--- src/rtl/uart_tx_arbiter.sv ---
// Per-byte round-robin arbiter sharing one UART transmitter among NREQ byte sources.
// Optional define UART_ARB_PRIO0_EN gives requester 0 fixed priority at arbitration.
module uart_tx_arbiter #(
    parameter int unsigned NREQ      = 4,
    parameter int unsigned BUSY_WAIT = 16
) (
    input  logic              clk,
    input  logic              rst,
    input  logic [NREQ-1:0]   req,
    input  logic [NREQ-1:0]   lock,
    input  logic [8*NREQ-1:0] data,
    output logic [NREQ-1:0]   ack,
    output logic              TxD_Start,
    output logic [7:0]        TxD_Data,
    input  logic              busy,
    output logic [2:0]        grant_id,
    output logic              active,
    output logic              err
);
    localparam logic [1:0] IDLE    = 2'd0;
    localparam logic [1:0] WAIT_HI = 2'd1;
    localparam logic [1:0] WAIT_LO = 2'd2;

    logic [1:0]      state;
    logic [2:0]      ptr;
    logic [7:0]      cnt;
    logic [7:0]      req_ext;
    logic [7:0]      lock_ext;
    logic [7:0]      bytes [8];
    int unsigned     idx;
    logic [2:0]      win;
    logic [2:0]      launch_id;
    logic [NREQ-1:0] launch_onehot;
    logic [2:0]      ptr_after;
    logic            relaunch;
    logic            do_launch;

    // Widen to 8 so any 3-bit id indexes without range issues.
    always_comb begin
        req_ext  = '0;
        lock_ext = '0;
        req_ext[NREQ-1:0]  = req;
        lock_ext[NREQ-1:0] = lock;
        for (int i = 0; i < 8; i++) bytes[i] = '0;
        for (int i = 0; i < int'(NREQ); i++) bytes[i] = data[8*i +: 8];
    end

    // Scan downward so the nearest set request at or after ptr is kept last.
    always_comb begin
        idx = 0;
        win = '0;
        for (int i = int'(NREQ) - 1; i >= 0; i--) begin
            idx = 32'(ptr) + unsigned'(i);
            if (idx >= NREQ) idx = idx - NREQ;
            if (req_ext[idx[2:0]]) win = idx[2:0];
        end
`ifdef UART_ARB_PRIO0_EN
        if (req[0]) win = '0;
`endif
    end

    always_comb begin
        relaunch  = (state == WAIT_LO) && !busy && lock_ext[grant_id] && req_ext[grant_id];
        do_launch = ((state == IDLE) && !busy && (|req)) || relaunch;
        launch_id = (state == IDLE) ? win : grant_id;
        launch_onehot = '0;
        for (int i = 0; i < int'(NREQ); i++) launch_onehot[i] = (launch_id == 3'(i));
    end

    always_comb begin
        ptr_after = (grant_id == 3'(NREQ - 1)) ? 3'd0 : grant_id + 3'd1;
`ifdef UART_ARB_PRIO0_EN
        if (grant_id == 3'd0) ptr_after = ptr;
`endif
    end

    always_ff @(posedge clk or negedge rst) begin
        if (!rst) begin
            state     <= IDLE;
            ptr       <= '0;
            cnt       <= '0;
            ack       <= '0;
            TxD_Start <= 1'b0;
            TxD_Data  <= '0;
            grant_id  <= '0;
            active    <= 1'b0;
            err       <= 1'b0;
        end else begin
            TxD_Start <= 1'b0;
            ack       <= '0;
            err       <= 1'b0;
            if (do_launch) begin
                TxD_Data  <= bytes[launch_id];
                TxD_Start <= 1'b1;
                ack       <= launch_onehot;
                grant_id  <= launch_id;
                active    <= 1'b1;
                cnt       <= '0;
                state     <= WAIT_HI;
            end else begin
                case (state)
                    WAIT_HI: begin
                        if (busy) begin
                            state <= WAIT_LO;
                        end else if (cnt == 8'(BUSY_WAIT - 1)) begin
                            err    <= 1'b1;
                            active <= 1'b0;
                            ptr    <= ptr_after;
                            state  <= IDLE;
                        end else begin
                            cnt <= cnt + 8'd1;
                        end
                    end
                    WAIT_LO: begin
                        if (!busy) begin
                            active <= 1'b0;
                            ptr    <= ptr_after;
                            state  <= IDLE;
                        end
                    end
                    default: ;
                endcase
            end
        end
    end

endmodule

--- config.mk ---
export PLATFORM = sky130hd
export DESIGN_NAME = uart_tx_arbiter
export DESIGN_NICKNAME = d
export VERILOG_FILES = /design/src/rtl/uart_tx_arbiter.sv
export SDC_FILE = /design/constraint.sdc
export NUM_CORES = 1
export LEC_CHECK = 0
export ABC_AREA = 1
export CAP_MARGIN = 20
export CORE_ASPECT_RATIO = 1.5
export CORE_UTILIZATION = 51
export DETAILED_ROUTE_END_ITERATION = 10
export PLACE_DENSITY = 0.9
export SETUP_SLACK_MARGIN = 0.5
export SYNTH_ARGS = -nofsm -noshare
export SYNTH_HDL_FRONTEND = slang
export SYNTH_SLANG_ARGS = --single-unit
export TNS_END_PERCENT = 20
--- constraint.sdc ---
create_clock -name clk -period 5.3 [get_ports clk]
set_input_delay 1.06 -clock clk [delete_from_list [all_inputs] [get_ports clk]]
set_output_delay 1.06 -clock clk [all_outputs]
set_load 0.005 [all_outputs]
==> results.cfg, run 1 <==
[outcome]
run_status = finished clean

[setup_path]
critPathCapture = state[1]
crit_required_ps = 5500
startpoint = req[0]
cp.arrival_ps = 3080
critPathLaunchType = primary input
r2r_setup_slack_ps = 2790
path_max_fanout = 12
reg2reg_from = ptr[0]
ff2ff_path_depth = 14
end_kind = flop
crit_type = primary input to flop
r2r-end = TxD_Data[1]

[yosys]
async_flop_share = 1.00
seq_area_frac_synth = 0.379
synth_nets = 310
ys_seq_elements = 31
yosys_most_used_dff = dfrtp_1
yosys.area.top_type_share = 0.379
yosys.cell_types.count = 29
synth-edff-count = 0
synth_area_leaders = dfrtp_1 38%, nand3_1 14%, nand2_1 12%, nand3_2 5.4%, inv_1 4.0%
syn_area_per_cell_um2 = 7.79
synth_cells = 263
yosysMostFrequentCell = nand2_1
synth.largest_area_cell = dfrtp_1
synth_common_cells = 64 x nand2_1, 56 x nand3_1, 31 x dfrtp_1
yosysWarnings = 0
syn_area_um2 = 2050

[sta]
tns_ps = 0
hold_ws_ps = 491
finalCritPeriodShare = 0.544
hold_viol = 0
fmax_ghz = 0.347
period_minus_slack_ps = 2880
final.setup_skew_ps = 2.43
maxSlewViolCount = 0
slew_headroom = 0.513
worst-slew-pin-transition_ps = 729
grt_setup_unrepaired = no
setup_viol = 0

[floorplanning]
die_h_um = 79.6
io_pins = 61
core_um2 = 3750
rows = 27
start_util = 0.546
die-area_um2 = 4280
die_w_um = 53.7

[job]
drv_cap = 0

[routing]
ant_nets = 0
detail_route.wl_per_cell_um = 14.5
drc = 0
firstDrtPassIters = 4
vias = 2072
drtIter0Drc = 60
via_per_inst = 5.62
routed_wl_um = 5340

[placed_design]
gp_congestion = 0.928
io_buffers = 60
hpwl_um = 3910

[layout]
regArea_um2 = 776
layout-drive-gt1-share = 0.120
antennaDiodeCount = 0
fill_cells = 281
area_growth_pct = 34.8
final_nets = 372
multi_input_area_um2 = 1080

[clock_tree]
worstSkewPairLatency_ps = 290
cts_buffers = 5
clock-sinks = 31
root_buffer = clkbuf_8
cts_setup_buffers = 0
clk_path_buf_depth = 2
cts_resized = 0
htree_levels = 2
cts_tree = done
path_clk_slew_ps = 70
ctsHoldBuffers = 0

[hold_path]
min_path_type = flop to flop

[power_and_ir_drop]
ir_drop_mv = 0.380
p_clk_frac = 0.171
leakagePower_uw = 0.00128
intPower_uw = 879
p_sw_frac = 0.465
sequentialPowerShare = 0.241
p_per_area_nw_per_um2 = 595
power_frac_comb = 0.588
power_switching_uw = 763

[global_routing]
grt_usage = 0.278
grt_max_degree = 32
grt_overflow = 0
grt_pass1_wl_um = 8660
grt_pass1_vias = 1935
antenna_found_initial = 0
kinds of logic (layout without fill, tap and decap cells):
| kind of cell | after synthesis | after routing | synth area share |
|---|---|---|---|
| and+or+nand+nor | 170 | 170 | 0.423 |
| buffers and inverters | 31 | 94 | 0.0947 |
| xor gates and xnor gates | 4 | 4 | 0.0171 |
| adders and majority gates | 4 | 4 | 0.0244 |
| DFF | 31 | 31 | 0.379 |
| AOI/OAI and AO/OA | 23 | 23 | 0.0623 |
critical path, stage by stage:
cell             delay, ps
clkdlybuf4s50_1        500
nor4_1                 380
o21ai_1                130
nand2_1                290
o21ai_0                140
o21ai_0                370
nand2_1                100
o21ai_0                110
worst min-delay path by stage:
stage,from,endpoint,cells after the start
floorplan,cnt[1],cnt[1],2
global route,TxD_Data[5],TxD_Data[5],2
CTS,TxD_Data[5],TxD_Data[5],2
detailed placement,TxD_Data[2],TxD_Data[2],2
finish,TxD_Data[2],TxD_Data[2],2
global placement,TxD_Data[5],TxD_Data[5],2
cell type report:
type,count,share of cell area
clock buffer,5,0.0249
multi-input combinational,201,0.391
sequential,31,0.281
inverter,25,0.0394
tap,43,0.0195
clock inverter,3,0.0245
timing repair buffer,61,0.220
cell usage in the layout, fill, tap and decap left out:
cell type / n
nand2_1: 64
clkdlybuf4s50_1: 60
nand3_1: 56
dfrtp_1: 31
inv_1: 22
nor2_1: 17
o21ai_0: 12
nand3_2: 11
nand2_2: 9
a21oi_1: 5
clkbuf_8: 5
ha_1: 4
nand4_1: 3
nor3_1: 3
nor4_1: 2
o21ai_1: 2
inv_8: 2
nand3_4: 2
nand2_4: 2
xnor2_1: 2
xor2_1: 2
bufinv_16: 2
nor2_4: 1
a21oi_2: 1
inv_2: 1
a31o_2: 1
o32ai_1: 1
o22ai_1: 1
clkinvlp_4: 1
buf_4: 1
layer usage:
metal,up-vias,share of wire,GRT usage
met3,17,0.052,0.0724
met1,968,0.39,0.314
li1,1003,-,-
met4,0,0.029,0.139
met2,84,0.53,0.463
met5,-,0,0
power groups by stage:
| stage | clock network (uW) | registers [uW] | logic (uW) |
|---|---|---|---|
| 2_1_floorplan | 0 | 376 | 748 |
| 3_5_place_dp | 0 | 395 | 949 |
| 3_3_place_gp | 0 | 395 | 919 |
| 4_1_cts | 282 | 394 | 960 |
| 6_report | 282 | 395 | 966 |
| 5_1_grt | 295 | 404 | 1060 |
flip-flops by register name, indices dropped and copies added (netlist names):
register / count
TxD_Start: 1
active: 1
TxD_Data: 8
err: 1
grant_id: 3
cnt: 8
state: 2
ptr: 3
ack: 4
per-stage QoR:
stage                     cells  instance area, um^2  utilization  power [uW]  setup WS [ps]
final                       369                 2760        0.736        1640           2420
after global routing        369                 2760        0.736        1760           2220
after floorplan             263                 2050            -        1120           3160
after detailed placement    361                 2630        0.700        1340           2190
after global placement      361                 2630        0.700        1310           2200
after CTS                   369                 2760        0.736        1640           2410
Note: power is estimated with default switching activity, not from simulation.
==> inputs of run 2 (changes only) <==
--- a/config.mk
+++ b/config.mk
@@ -8,9 +8,9 @@
 export ABC_AREA = 1
 export CAP_MARGIN = 20
 export CORE_ASPECT_RATIO = 1.5
-export CORE_UTILIZATION = 51
+export CORE_UTILIZATION = 47
 export DETAILED_ROUTE_END_ITERATION = 10
-export PLACE_DENSITY = 0.9
+export PLACE_DENSITY = 0.84
 export SETUP_SLACK_MARGIN = 0.5
 export SYNTH_ARGS = -nofsm -noshare
 export SYNTH_HDL_FRONTEND = slang
==> constraint.sdc (replaced) <==
create_clock -name clk -period 3 [get_ports clk]
set_input_delay 0.6 -clock clk [delete_from_list [all_inputs] [get_ports clk]]
set_output_delay 0.6 -clock clk [all_outputs]
set_load 0.005 [all_outputs]
==> run 2 against run 1 <==
Setup slack got worse by 1700 ps. Routed wire length decreased by 5.9%. Clock skew grew 3.3 ps. Cell count is 1.9% higher. Total power grew 67%. Register-to-register slack worse by 2000 ps. Worst hold slack better by 1.3 ps. Critical endpoint is now TxD_Data[5]. Largest cell class unchanged. Highest routed layer unchanged.
==> results.cfg, run 2 (synthesis gave the netlist of run 1 again) <==
[hold_path]
hold_depth = 2
min_to = TxD_Data[3]
min_from = TxD_Data[3]
min_path_type = flop to flop

[layout]
antennaDiodeCount = 0
layout-drive-gt1-share = 0.136
area_growth_pct = 34.5
reg_top3 = TxD_Data (8), cnt (8), ack (4)
mostFrequentLayoutCell = nand2_1
stdcell_count = 376
final_nets = 376
mostFrequentLayoutCells = 64 x nand2_1, 60 x clkdlybuf4s50_1, 56 x nand3_1

[setup_path]
path_max_fanout = 18
end_kind = flop
crit_type = primary input to flop
ff2ff_path_depth = 14
r2r_setup_slack_ps = 810
r2r-end = TxD_Data[5]
cp.arrival_ps = 2470
reg2reg_from = ptr[0]
critPathLaunchType = primary input
crit_required_ps = 3220

[routing]
ant_nets = 0
vias = 2041
routed_wl_um = 5030
via_per_inst = 5.43
drtIter0Drc = 59
firstDrtPassIters = 4
detail_route.wl_per_cell_um = 13.4
drc = 0

[sta]
slew_headroom = 0.685
worst-slew-pin-transition_ps = 473
hold_ws_ps = 492
maxSlewViolCount = 0
period_minus_slack_ps = 2250
grt_setup_unrepaired = no
final.setup_skew_ps = 5.73
fmax_ghz = 0.445
hold_viol = 0
finalCritPeriodShare = 0.749
setup_viol = 0
tns_ps = 0

[clock_tree]
cts_buffers = 5
clk_path_buf_depth = 2
ctsHoldBuffers = 0
root_buffer = clkbuf_8
path_clk_slew_ps = 70
cts_tree = done
worstSkewPairLatency_ps = 290
clock-sinks = 31
htree_levels = 2

[floorplanning]
start_util = 0.487
die_w_um = 55.9
die_h_um = 82.9
die-area_um2 = 4630
core_um2 = 4210
io_pins = 61
rows = 29

[power_and_ir_drop]
ir_drop_mv = 0.671
report.power.total_uw = 2740
p_per_area_nw_per_um2 = 994
leakagePower_uw = 0.00128

[job]
drv_cap = 0

[placed_design]
gp_congestion = 0.904
post-place-cells = 366
io_buffers = 60
hpwl_um = 3950

[global_routing]
grt_pass1_wl_um = 8480
grt_pass1_vias = 1961
antenna_found_initial = 0
grt_usage = 0.234
grt_max_degree = 32
grt_overflow = 0

[outcome]
run_status = finished clean
## run 2: power breakdown
part | leakage (uW) | internal, uW | switching, uW | total (uW)
Clock | 0.0000402 | 161 | 161 | 322
Combinational | 0.000832 | 699 | 1030 | 1720
Sequential | 0.000403 | 560 | 131 | 691
Total | 0.00128 | 1420 | 1320 | 2740
## run 2: how the worst max path moves through the flow
stage,cells past startpoint,from,end
final,13,req[0],TxD_Data[5]
after global routing,13,req[0],TxD_Data[3]
after CTS,14,ptr[0],TxD_Data[5]
after detailed placement,13,req[0],TxD_Data[5]
after global placement,13,req[0],TxD_Data[1]
after floorplan,15,ptr[0],TxD_Data[7]
## run 2: routing by layer
layer	GRT usage	share of wire	vias up
li1	-	-	1007
met1	0.262	0.37	933
met2	0.410	0.53	82
met3	0.0405	0.045	19
met4	0.133	0.048	0
met5	0	0	-
## run 2: what timing repair did
item,in CTS,in global routing
gates resized for setup,0,3
setup endpoints to repair,0,11
setup buffers,0,2
## run 2: worst max-delay path, cell delays in order
cell and delay, ps:
clkdlybuf4s50_1 580, nand2_1 120, nand3_2 110, nand3_4 100, nand2_1 90, nand2_2 60, nand2_2 70, nand3_4 240
nand2_4 190, nand2_1 70, nand3_1 60, nand3_1 90, nand2_1 90
## run 2: per-stage QoR
step	util	worst slack, ps	area (um^2)
2_1_floorplan	-	1060	2050
3_3_place_gp	0.628	479	2640
3_5_place_dp	0.628	408	2640
4_1_cts	0.649	557	2730
5_1_grt	0.654	551	2750
6_report	0.654	754	2750
## run 2: cell type report
| type | instances | area, um^2 |
|---|---|---|
| inverter | 25 | 109 |
| sequential | 31 | 777 |
| clock buffer | 5 | 68.8 |
| tap | 46 | 57.6 |
| fill | 350 | 1460 |
| clock inverter | 3 | 20.0 |
| multi-input combinational | 201 | 1080 |
| timing repair buffer | 65 | 638 |
